===== config.mk =====
export PLATFORM = sky130hd
export DESIGN_NAME = axis_spm_offset_slew
export DESIGN_NICKNAME = d
export VERILOG_FILES = /design/src/rtl/axis_spm_offset_slew.sv
export SDC_FILE = /design/constraint.sdc
export NUM_CORES = 2
export LEC_CHECK = 0
export CORE_MARGIN = 4
export CORE_UTILIZATION = 36
export CTS_BUF_LIST = sky130_fd_sc_hd__clkbuf_8 sky130_fd_sc_hd__clkbuf_16
export DETAILED_ROUTE_END_ITERATION = 8
export HOLD_SLACK_MARGIN = 0.15
export PLACE_DENSITY_LB_ADDON = 0.25
export SYNTH_ARGS = -nofsm -noshare
export SYNTH_HDL_FRONTEND = slang
export SYNTH_SLANG_ARGS = --single-unit

===== constraint.sdc =====
create_clock -name a_clk -period 8.16 [get_ports a_clk]
set_input_delay 1.224 -clock a_clk [delete_from_list [all_inputs] [get_ports a_clk]]
set_output_delay 1.224 -clock a_clk [all_outputs]
set_load 0.05 [all_outputs]

===== src/rtl/axis_spm_offset_slew.sv =====
// axis_spm_offset_slew
// N-channel rate-limited offset generator for the SPM control path. Each
// channel output is its AXIS input plus a slewed absolute offset, plus the
// SC lock-in modulation if that channel is selected. The sum saturates to
// symmetric Q31 full scale. A ramp/settle FSM reports per-channel arrival,
// a busy flag and a one-clock settled pulse, so the scan controller can wait
// for an offset move to complete.
//
// Ports:
//   a_clk, a_resetn     clock, asynchronous active-low reset
//   config_addr/data    config bus, level-sampled while config_addr == reg_address
//   S_AXIS_IN_tdata     channel inputs, channel k at [k*DW +: DW]
//   S_AXIS_IN_tvalid    unused (the stream is always valid)
//   S_AXIS_SREF_tdata   SC reference, bits [SREF_DATA_WIDTH-1:0] used
//   M_AXIS_OUT_tdata    saturated channel outputs, updated on each tick
//   M_AXIS_OUT_tvalid   high from the first tick after reset
//   M_AXIS_MON_tdata    current slewed offsets
//   arrived             per-channel cur == target
//   busy                FSM not idle
//   settled             one-clock pulse when the move has settled
module axis_spm_offset_slew #(
  parameter int          NCH             = 4,
  parameter int          DW              = 32,
  parameter int          RDECI           = 5,
  parameter int          SETTLE_TICKS    = 16,
  parameter int          SREF_DATA_WIDTH = 25,
  parameter logic [31:0] reg_address     = 32'd1110
) (
  input  logic                a_clk,
  input  logic                a_resetn,
  input  logic [31:0]         config_addr,
  input  logic [511:0]        config_data,
  input  logic [NCH*DW-1:0]   S_AXIS_IN_tdata,
  input  logic                S_AXIS_IN_tvalid,
  input  logic [31:0]         S_AXIS_SREF_tdata,
  output logic [NCH*DW-1:0]   M_AXIS_OUT_tdata,
  output logic                M_AXIS_OUT_tvalid,
  output logic [NCH*DW-1:0]   M_AXIS_MON_tdata,
  output logic [NCH-1:0]      arrived,
  output logic                busy,
  output logic                settled
);

  localparam int PW   = 2 * SREF_DATA_WIDTH;   // modulation product width
  localparam int MW   = PW - 17;               // product >>> 17
  localparam int SW   = DW + 3;                // output sum width
  localparam int CNTW = (SETTLE_TICKS > 1) ? $clog2(SETTLE_TICKS) : 1;

  // Symmetric clamp limits: +/-(2^(DW-1)-1), in DW+1 and DW+3 bits.
  localparam logic signed [DW:0]   CUR_MAX = {2'b00, {(DW-1){1'b1}}};
  localparam logic signed [DW:0]   CUR_MIN = {2'b11, {(DW-2){1'b0}}, 1'b1};
  localparam logic signed [SW-1:0] SUM_MAX = {4'b0000, {(DW-1){1'b1}}};
  localparam logic signed [SW-1:0] SUM_MIN = {4'b1111, {(DW-2){1'b0}}, 1'b1};

  typedef enum logic [1:0] {
    ST_IDLE   = 2'd0,
    ST_RAMP   = 2'd1,
    ST_SETTLE = 2'd2
  } state_t;

  logic [NCH-1:0][DW-1:0]         target_r;
  logic [NCH-1:0][DW-1:0]         cur_r;
  logic [NCH-1:0][DW-1:0]         out_r;
  logic [NCH-1:0][DW-1:0]         nxt_s;
  logic [NCH-1:0][DW-1:0]         sat_s;
  logic [30:0]                    step_r;
  logic                           freeze_r;
  logic [3:0]                     mod_sel_r;
  logic [SREF_DATA_WIDTH-1:0]     vol_r;
  logic signed [MW-1:0]           mod_r;
  logic signed [PW-1:0]           prod_s;
  logic [RDECI-1:0]               rdecii_r;
  logic                           tick_s;
  logic                           all_arrived_s;
  logic                           tvalid_r;
  state_t                         state_r;
  logic [CNTW-1:0]                settle_cnt_r;
  logic                           busy_r;
  logic                           settled_r;
  logic                           unused_s;

  assign tick_s        = (rdecii_r == RDECI'(0));
  assign all_arrived_s = &arrived;
  assign prod_s        = $signed(vol_r) * $signed(S_AXIS_SREF_tdata[SREF_DATA_WIDTH-1:0]);

  // Bits of the config/reference buses that carry no function here.
  assign unused_s = ^{S_AXIS_IN_tvalid, config_data, S_AXIS_SREF_tdata, prod_s[16:0]};

  // Config registers: reloaded every clock while the address matches.
  always_ff @(posedge a_clk or negedge a_resetn) begin
    if (!a_resetn) begin
      target_r  <= '0;
      step_r    <= 31'd0;
      freeze_r  <= 1'b0;
      mod_sel_r <= 4'd0;
      vol_r     <= {SREF_DATA_WIDTH{1'b0}};
    end else if (config_addr == reg_address) begin
      for (int k = 0; k < NCH; k++) begin
        target_r[k] <= config_data[k*32 +: DW];
      end
      step_r    <= config_data[NCH*32 +: 31];
      freeze_r  <= config_data[(NCH+1)*32];
      mod_sel_r <= config_data[(NCH+1)*32 + 4 +: 4];
      vol_r     <= config_data[(NCH+2)*32 + 32 - SREF_DATA_WIDTH +: SREF_DATA_WIDTH];
    end else begin
      target_r  <= target_r;
      step_r    <= step_r;
      freeze_r  <= freeze_r;
      mod_sel_r <= mod_sel_r;
      vol_r     <= vol_r;
    end
  end

  for (genvar k = 0; k < NCH; k++) begin : gen_ch
    logic signed [DW:0]   cur_e;
    logic signed [DW:0]   tgt_e;
    logic signed [DW:0]   step_e;
    logic signed [DW:0]   up_s;
    logic signed [DW:0]   dn_s;
    logic signed [DW:0]   upc_s;
    logic signed [DW:0]   dnc_s;
    logic signed [DW:0]   nxt_e;
    logic signed [SW-1:0] mod_e;
    logic signed [SW-1:0] sum_s;
    logic signed [SW-1:0] satc_s;

    assign cur_e  = (DW+1)'($signed(cur_r[k]));
    assign tgt_e  = (DW+1)'($signed(target_r[k]));
    assign step_e = (DW+1)'(step_r);
    assign up_s   = cur_e + step_e;
    assign dn_s   = cur_e - step_e;

    // Slew one step toward the target; snap to it once within one step.
    always_comb begin
      upc_s = up_s;
      dnc_s = dn_s;
      nxt_e = cur_e;
      if (up_s > CUR_MAX) upc_s = CUR_MAX;
      else                upc_s = up_s;
      if (dn_s < CUR_MIN) dnc_s = CUR_MIN;
      else                dnc_s = dn_s;
      if (freeze_r)           nxt_e = cur_e;
      else if (tgt_e > upc_s) nxt_e = upc_s;
      else if (tgt_e < dnc_s) nxt_e = dnc_s;
      else                    nxt_e = tgt_e;
    end

    assign mod_e = (mod_sel_r == 4'(k + 1)) ? SW'(mod_r) : {SW{1'b0}};
    assign sum_s = SW'($signed(S_AXIS_IN_tdata[k*DW +: DW])) + SW'($signed(cur_r[k])) + mod_e;

    // Output saturation to symmetric full scale.
    always_comb begin
      satc_s = sum_s;
      if (sum_s > SUM_MAX)      satc_s = SUM_MAX;
      else if (sum_s < SUM_MIN) satc_s = SUM_MIN;
      else                      satc_s = sum_s;
    end

    assign nxt_s[k]   = nxt_e[DW-1:0];
    assign sat_s[k]   = satc_s[DW-1:0];
    assign arrived[k] = (cur_r[k] == target_r[k]);
  end

  // Tick counter and the tick-rate datapath: offsets, modulation, outputs.
  // Outputs use the pre-update offset and modulation.
  always_ff @(posedge a_clk or negedge a_resetn) begin
    if (!a_resetn) begin
      rdecii_r <= RDECI'(0);
      cur_r    <= '0;
      out_r    <= '0;
      mod_r    <= {MW{1'b0}};
      tvalid_r <= 1'b0;
    end else begin
      rdecii_r <= rdecii_r + RDECI'(1);
      if (tick_s) begin
        cur_r    <= nxt_s;
        out_r    <= sat_s;
        mod_r    <= prod_s[PW-1:17];
        tvalid_r <= 1'b1;
      end else begin
        cur_r    <= cur_r;
        out_r    <= out_r;
        mod_r    <= mod_r;
        tvalid_r <= tvalid_r;
      end
    end
  end

  // Ramp/settle FSM; busy and settled are registered with the state, so
  // busy falls in the same clock that settled pulses.
  always_ff @(posedge a_clk or negedge a_resetn) begin
    if (!a_resetn) begin
      state_r      <= ST_IDLE;
      settle_cnt_r <= CNTW'(0);
      busy_r       <= 1'b0;
      settled_r    <= 1'b0;
    end else begin
      settled_r <= 1'b0;
      if (tick_s) begin
        case (state_r)
          ST_IDLE: begin
            if (!all_arrived_s) begin
              state_r <= ST_RAMP;
              busy_r  <= 1'b1;
            end
          end
          ST_RAMP: begin
            if (all_arrived_s) begin
              state_r      <= ST_SETTLE;
              settle_cnt_r <= CNTW'(0);
            end
          end
          ST_SETTLE: begin
            if (!all_arrived_s) begin
              state_r <= ST_RAMP;
            end else if (settle_cnt_r == CNTW'(SETTLE_TICKS - 1)) begin
              state_r   <= ST_IDLE;
              busy_r    <= 1'b0;
              settled_r <= 1'b1;
            end else begin
              settle_cnt_r <= settle_cnt_r + CNTW'(1);
            end
          end
          default: begin
            state_r <= ST_IDLE;
            busy_r  <= 1'b0;
          end
        endcase
      end
    end
  end

  assign M_AXIS_OUT_tdata  = out_r;
  assign M_AXIS_OUT_tvalid = tvalid_r;
  assign M_AXIS_MON_tdata  = cur_r;
  assign busy              = busy_r;
  assign settled           = settled_r;

endmodule


After elaboration in Yosys (flattened, before gate mapping):

Cells that the tools add are included.

* input bits: 707
* word-level logic and storage cells: 139
* output and inout port bits: 263
* register bits after elaboration: 492

* add/sub/neg operators: 18
* mux-type cells: 45
* reductions and logical operators: 8
* multipliers: 1
* equal/unequal tests: 18
* magnitude comparators: 24
* bitwise logic cells: 2

Operators with widths (count)
* $mux W32: 16
* $add A32 B32 Y33: 8
* $mux W33: 8
* $add A33 B35 Y35: 4
* $gt A35 B32 Y1 const B: 4
* $lt A35 B32 Y1 const B: 4
* $mux W35: 4
* $gt A32 B33 Y1: 4
* $gt A33 B32 Y1 const B: 4
* $lt A32 B33 Y1: 4
* $lt A33 B32 Y1 const B: 4
* $sub A32 B32 Y33: 4
* $eq A32 B32 Y1: 4
* $mul A25 B25 Y50: 1
* $eq A32 B11 Y1 const B: 1
* $mux W4: 3
* $ne A2 B2 Y1 const B: 5
* $reduce_and A5 Y1: 2
* $eq A4 B2 Y1 const B: 2
* $mux W2: 4
* $pmux W4 S2: 1
* $reduce_and A4 Y1: 2
* $mux W1: 7
* $pmux W2 S3: 1
* 14 further kinds: 15

Depth between registers and ports, before layout:

* depth in word-level cells: 6
* depth in mapped cells: 34
* depth with buffers taken out: 29

Worst setup path after synthesis:

Ideal clock, no wire load.

* path kind: in2reg
* start point: in S_AXIS_SREF_tdata[4]
* end point: reg mod_r[26]
* path buffers: 2
* required time: 8.034 ns
* cell stages on the path: 24
* path slack: -0.103 ns
* data arrival time: 8.137 ns
* setup time: 0.126 ns
* cells stage by stage: clkbuf_1 -> clkbuf_1 -> nand2_1 -> fa_1 -> inv_1 -> fa_1 -> fa_1 -> inv_1 -> fa_1 -> fa_1 -> inv_1 -> fa_1 -> fa_1 -> ha_1 -> a21o_1 -> a21o_1 -> a211o_1 -> o21ai_0 -> o311a_1 -> a21oi_1 -> a311oi_1 -> o211ai_1 -> a31o_2 -> a221o_1

* cells in the longest elaborated chain, start to end: 1

Ends and longest elaborated chain
* from (decl): line 35 `input logic [31:0] S_AXIS_SREF_tdata,`
* $mul A25 B25 Y50: line 84 `assign prod_s = $signed(vol_r) * $signed(S_AXIS_SREF_tdata[SREF_DATA_WIDTH-1:0]);`
* to (signal assigned): line 171 `mod_r <= {MW{1'b0}};`
* to (signal assigned): line 178 `mod_r <= prod_s[PW-1:17];`
* to (signal assigned): line 183 `mod_r <= mod_r;`
* to (decl): line 70 `logic signed [MW-1:0] mod_r;`

No other way between the ends.
A chain may end at the register's enable or synchronous reset.

Final worst setup path:

* start point: reg step_r[4]
* end point: reg cur_r, in the netlist M_AXIS_MON_tdata[22]

* cells in the longest elaborated chain, start to end: 6
* elaborated cells on any way between the ends: 10
* classes of those cells: add/sub (2); order compare (4); mux (4)

Ends and longest elaborated chain
* from (decl): line 66 `logic [30:0] step_r;`
* from (signal assigned): line 101 `step_r <= config_data[NCH*32 +: 31];`
* from (signal assigned): line 107 `step_r <= step_r;`
* $sub A32 B32 Y33: line 131 `assign dn_s = cur_e - step_e;`
* $lt A33 B32 Y1: line 140 `if (dn_s < CUR_MIN) dnc_s = CUR_MIN;`
* $mux W33: line 140
* $lt A32 B33 Y1: line 144 `else if (tgt_e < dnc_s) nxt_e = dnc_s;`
* $mux W32: line 144
* $mux W32 *: line 143 `else if (tgt_e > upc_s) nxt_e = upc_s;`
* to (signal assigned): line 176 `cur_r <= nxt_s;`
* to (signal assigned): line 181 `cur_r <= cur_r;`
* to (decl): line 62 `logic [NCH-1:0][DW-1:0] cur_r;`

Every way passes the cells marked *; elsewhere a longest branch is shown, timed or not.

==> results.txt <==
* Core utilization of the finished layout: between 40 and 50%
- The cell sitting at the root of the clock tree is a sky130_fd_sc_hd__clkbuf_16.
* Total Die Area: 0.226 mm²
* Core outline area: 0.217 mm²
- Clock-pin slew was measured on the worst setup and hold paths at approximately 0.06 ns.
* Number of design-rule violations left by the first detailed-router iteration: 7072
- Die span in y: around 480 µm
- Worst min-delay path category: flip-flop to flip-flop
- Skew-Pair Late Insertion Delay: between 0.7 and 0.8 ns
* Wire length of the first global-routing pass: 519000 µm
- Setup violations remaining at the end of the flow were counted as 0.
- Detailed-route wire length per cell: 27.5 µm
- Cell with the largest stage delay on the worst path: sky130_fd_sc_hd__a2111oi_1
- Cell count after synthesis: a little over 9000
* Crit Path Category: flip-flop to flip-flop
* Clock sink count: 492
* Number of top-level pins: 970
- Run status: finished with violations
* Max Clock Skew: between 0.04 and 0.05 ns
* Crit path max-delay family: simple AND/OR/NAND/NOR gates
- Cell types occupying the most area after synthesis: sky130_fd_sc_hd__fa_1, sky130_fd_sc_hd__dfrtp_1, sky130_fd_sc_hd__ha_1
- Area added between synthesis and finish: 21.8%
- Largest fanout on the critical path: 11
- Clock tree from TritonCTS: yes
- Summed over all layers, the routed wires come to 361000 µm.
- Number of global-route vias before repair: between 70000 and 80000
- STA classifies the critical path startpoint as a flip-flop.
* Overall fraction of global-route tracks in use: 31.3%
* Initial standard-cell utilization of the core: 36.2%
- Dominant cell type by area after synthesis: sky130_fd_sc_hd__fa_1
- Placed wire-length estimate: 305000 µm
- Total grt overflow: 0
* Worst max-slew margin expressed relative to the limit: between 10% and 20%
- Nature of the critical path endpoint: flip-flop
* Min Hold Slack: 0.477 ns
- The final layout contains between 10000 and 15000 nets.
- OpenSTA, run right after detailed placement, puts the worst setup slack at -0.724 ns.
* Maximum number of pins on one net before global-route repair: 156
- Synth Flop Type: sky130_fd_sc_hd__dfrtp_1
- Fraction of post-synthesis cell area in the top cell type by area: 20.4%
* Yosys warns: 0
- Routed vias/inst: between 5 and 6
- In the routed design, unresolved DRC markers number 2.
- Number of port buffers: 638
- The checks that failed: design-rule violations.
- Sequential cell area fraction in the yosys report: 15.7%
- At the worst endpoint, the arrival time is 8.60 ns.
- In the synthesized netlist the async set-or-reset flop fraction comes to 100%.
- Largest stage delay on the critical path: 0.49 ns
* Static power due to leakage: 0.0447 µW
* #FFs+latches synth: between 400 and 500
- Endpoint required time on the critical path: 8.75 ns
- After layout, the minimum clock period comes to 8.01 ns.
* Worst-margin pin slew: between 1 and 1.5 ns
- Post-route ant nets: 0
- Max capacitance violation total: 0
* CTS buffer count: 71
- Once routing completed, OpenROAD measured the worst setup slack at 0.150 ns.
* Via count: 75200
- Slew Viols, Final: 0
- Row cnt: 171
- First-pass iteration count of the detailed router: 9
- Buffer and inverter count on the worst path: 8
- The number of nets handed over by synthesis was roughly 12000.
- Antenna violations before repair: 33
- Yosys mapped the design onto 92 distinct sky130hd cell types.
* Upper clock frequency limit: 125 MHz
- CTS H-tree lvls: 3
* Number of enable flip-flop cells after synthesis: 0
- Peak VDD IR: ~0.13 mV
* Routability congestion estimate: 1.01
- In the final layout, the share of cells above drive strength 1 is 11.6%.
- Dividing the synthesized area by the synthesized cell count gives 8.53 µm².
- Dividing the final minimum period by the clock period gives 98.2%.
* Total power density per cell area: 78.4 mW/mm²
- Measured along the x axis, the die boundary spans 475 µm.
* Total Neg Setup Slack: 0 ns
- Post-synth design cell area: 0.0785 mm²
- The final hold violation count is 0.
- In this design, the critical path's most frequently occurring cell is sky130_fd_sc_hd__buf_4.
- The clock passes through at most 3 buffers.
==> area by class of cell <==
class / count / area (µm²)
Fill cell: 21500 / 121000
Inverter: 897 / 3370
Antenna cell: 11 / 27.5
Clock inverter: 47 / 533
Clock buffer: 82 / 1930
Multi-Input combinational cell: 7361 / 61400
Tap cell: 2854 / 3570
Sequential cell: 492 / 12300
Timing Repair Buffer: 1382 / 12500
==> power by group <==
group          internal [µW]  total (µW)  switching, µW
Sequential              2520        2660            140
Combinational            573        1480            904
Clock                   1960        3360           1400
Total                   5050        7500           2450
==> state kept, by name, summed over array words and instances, names as in the netlist <==
signal	cells
settled	1
M_AXIS_MON_tdata	128
rdecii_r	5
mod_sel_r	4
mod_r	33
freeze_r	1
M_AXIS_OUT_tvalid	1
settle_cnt_r	4
step_r	31
state_r	2
vol_r	25
M_AXIS_OUT_tdata	128
busy	1
gen_ch.tgt_e	128
==> cells in the mapped netlist, types with 144 or more instances <==
| cell | number |
|---|---|
| sky130_fd_sc_hd__nand2_1 | 925 |
| sky130_fd_sc_hd__inv_1 | 891 |
| sky130_fd_sc_hd__fa_1 | 801 |
| sky130_fd_sc_hd__ha_1 | 789 |
| sky130_fd_sc_hd__nor2_1 | 566 |
| sky130_fd_sc_hd__dfrtp_1 | 492 |
| sky130_fd_sc_hd__a21oi_1 | 491 |
| sky130_fd_sc_hd__clkbuf_1 | 424 |
| sky130_fd_sc_hd__and2_1 | 412 |
| sky130_fd_sc_hd__o21ai_0 | 401 |
| sky130_fd_sc_hd__xnor2_1 | 254 |
| sky130_fd_sc_hd__xor2_1 | 202 |
| sky130_fd_sc_hd__a21o_1 | 190 |
| sky130_fd_sc_hd__nor3_1 | 161 |
| sky130_fd_sc_hd__nand2b_1 | 154 |
| sky130_fd_sc_hd__nand3_1 | 150 |
| sky130_fd_sc_hd__nand4_1 | 144 |
==> worst paths after layout <==
path                                    endpoint              start  slack (ns)  cells past startpoint
min in group asynchronous   M_AXIS_OUT_tdata[77]           a_resetn        0.54                      1
hold reg to reg                M_AXIS_OUT_tvalid  M_AXIS_OUT_tvalid        0.48                      1
hold / removal                 M_AXIS_OUT_tvalid  M_AXIS_OUT_tvalid        0.48                      1
setup reg to reg            M_AXIS_MON_tdata[22]          step_r[4]        0.15                     32
max in group asynchronous  M_AXIS_MON_tdata[114]           a_resetn        6.18                      2
setup / recovery            M_AXIS_MON_tdata[22]          step_r[4]        0.15                     32
==> metal layers <==
layer  wire length, µm  share of wire, %  up-vias  global-route usage (%)
met1            152000                42    37800                    41.4
li1                  -                 -    33900                       -
met2            158000                44     2939                    48.6
met5                14            0.0039        -                       0
met4             25200               7.0        4                    17.9
met3             24600               6.8      602                    4.79
==> worst reg2reg max path, delay by kind of cell (launching register included) <==
kind,cells,cell delay [ns]
AO/OA/AOI/OAI,5,1.13
XOR/XNOR,1,0.18
adder cells (fa/ha/maj),3,0.79
buffers and inverters,8,1.66
flip-flops,1,0.38
AND/OR/NAND/NOR,15,3.70
==> metrics by stage <==
step                power (µW)  area (µm²)  std cells
finish                    7500       95700      13100
global route              7750       95600      13100
CTS                       7570       95500      13100
detailed placement        4170       93000      13000
global placement          4160       93000      13000
floorplan                 3340       78500       9206
==> logic make-up after synthesis <==
| family | Yosys count | share of synthesized area, % |
|---|---|---|
| muxes | 191 | 2.66 |
| buffers and inverters | 1353 | 6.51 |
| AOI/OAI and AO/OA | 2076 | 17.7 |
| adders and majority gates | 1590 | 33.0 |
| xor gates and xnor gates | 456 | 5.08 |
| DFF | 492 | 15.7 |
| and+or+nand+nor | 3048 | 19.4 |
==> placed cells by master, fill, tap and decap left out, types with 26 or more instances in the layout <==
cell / Yosys / layout
sky130_fd_sc_hd__xor2_1: 202 / 201
sky130_fd_sc_hd__clkdlybuf4s50_1: 0 / 637
sky130_fd_sc_hd__buf_12: 0 / 44
sky130_fd_sc_hd__nand2b_1: 154 / 153
sky130_fd_sc_hd__o21ai_0: 401 / 398
sky130_fd_sc_hd__xnor2_1: 254 / 252
sky130_fd_sc_hd__inv_1: 891 / 896
sky130_fd_sc_hd__buf_4: 2 / 699
sky130_fd_sc_hd__ha_1: 789 / 787
sky130_fd_sc_hd__nor2_1: 566 / 563
sky130_fd_sc_hd__a31oi_1: 106 / 102
sky130_fd_sc_hd__o21a_1: 76 / 76
sky130_fd_sc_hd__a211oi_1: 67 / 67
sky130_fd_sc_hd__mux2_2: 142 / 142
sky130_fd_sc_hd__nand2_1: 925 / 925
sky130_fd_sc_hd__and3_1: 48 / 48
sky130_fd_sc_hd__nand3_1: 150 / 150
sky130_fd_sc_hd__o22ai_1: 58 / 58
sky130_fd_sc_hd__o2111ai_1: 29 / 29
sky130_fd_sc_hd__and2_1: 412 / 412
sky130_fd_sc_hd__dfrtp_1: 492 / 491
sky130_fd_sc_hd__a41oi_1: 36 / 35
sky130_fd_sc_hd__or3_1: 40 / 40
sky130_fd_sc_hd__nor3_1: 161 / 160
sky130_fd_sc_hd__nor4_1: 128 / 126
sky130_fd_sc_hd__fa_1: 801 / 799
sky130_fd_sc_hd__or2_2: 97 / 97
sky130_fd_sc_hd__o31a_1: 34 / 34
sky130_fd_sc_hd__o311ai_0: 32 / 31
sky130_fd_sc_hd__o31ai_1: 62 / 57
sky130_fd_sc_hd__a221o_1: 26 / 26
sky130_fd_sc_hd__o211ai_1: 89 / 89
sky130_fd_sc_hd__o21bai_1: 61 / 61
sky130_fd_sc_hd__a21o_1: 190 / 190
sky130_fd_sc_hd__a21oi_1: 491 / 487
sky130_fd_sc_hd__nor2b_1: 95 / 95
sky130_fd_sc_hd__mux2i_1: 49 / 49
sky130_fd_sc_hd__clkbuf_16: 0 / 71
sky130_fd_sc_hd__nand4_1: 144 / 144
==> repair_timing <==
| item | in CTS | in global routing |
|---|---|---|
| pin swaps | 0 | 10 |
| resized for setup | 1 | 34 |
| setup endpoints to repair | 1 | 136 |
| hold buffers | 0 | 0 |
| setup buffers | 0 | 4 |
No activity file was read; power rests on OpenSTA's default activity.
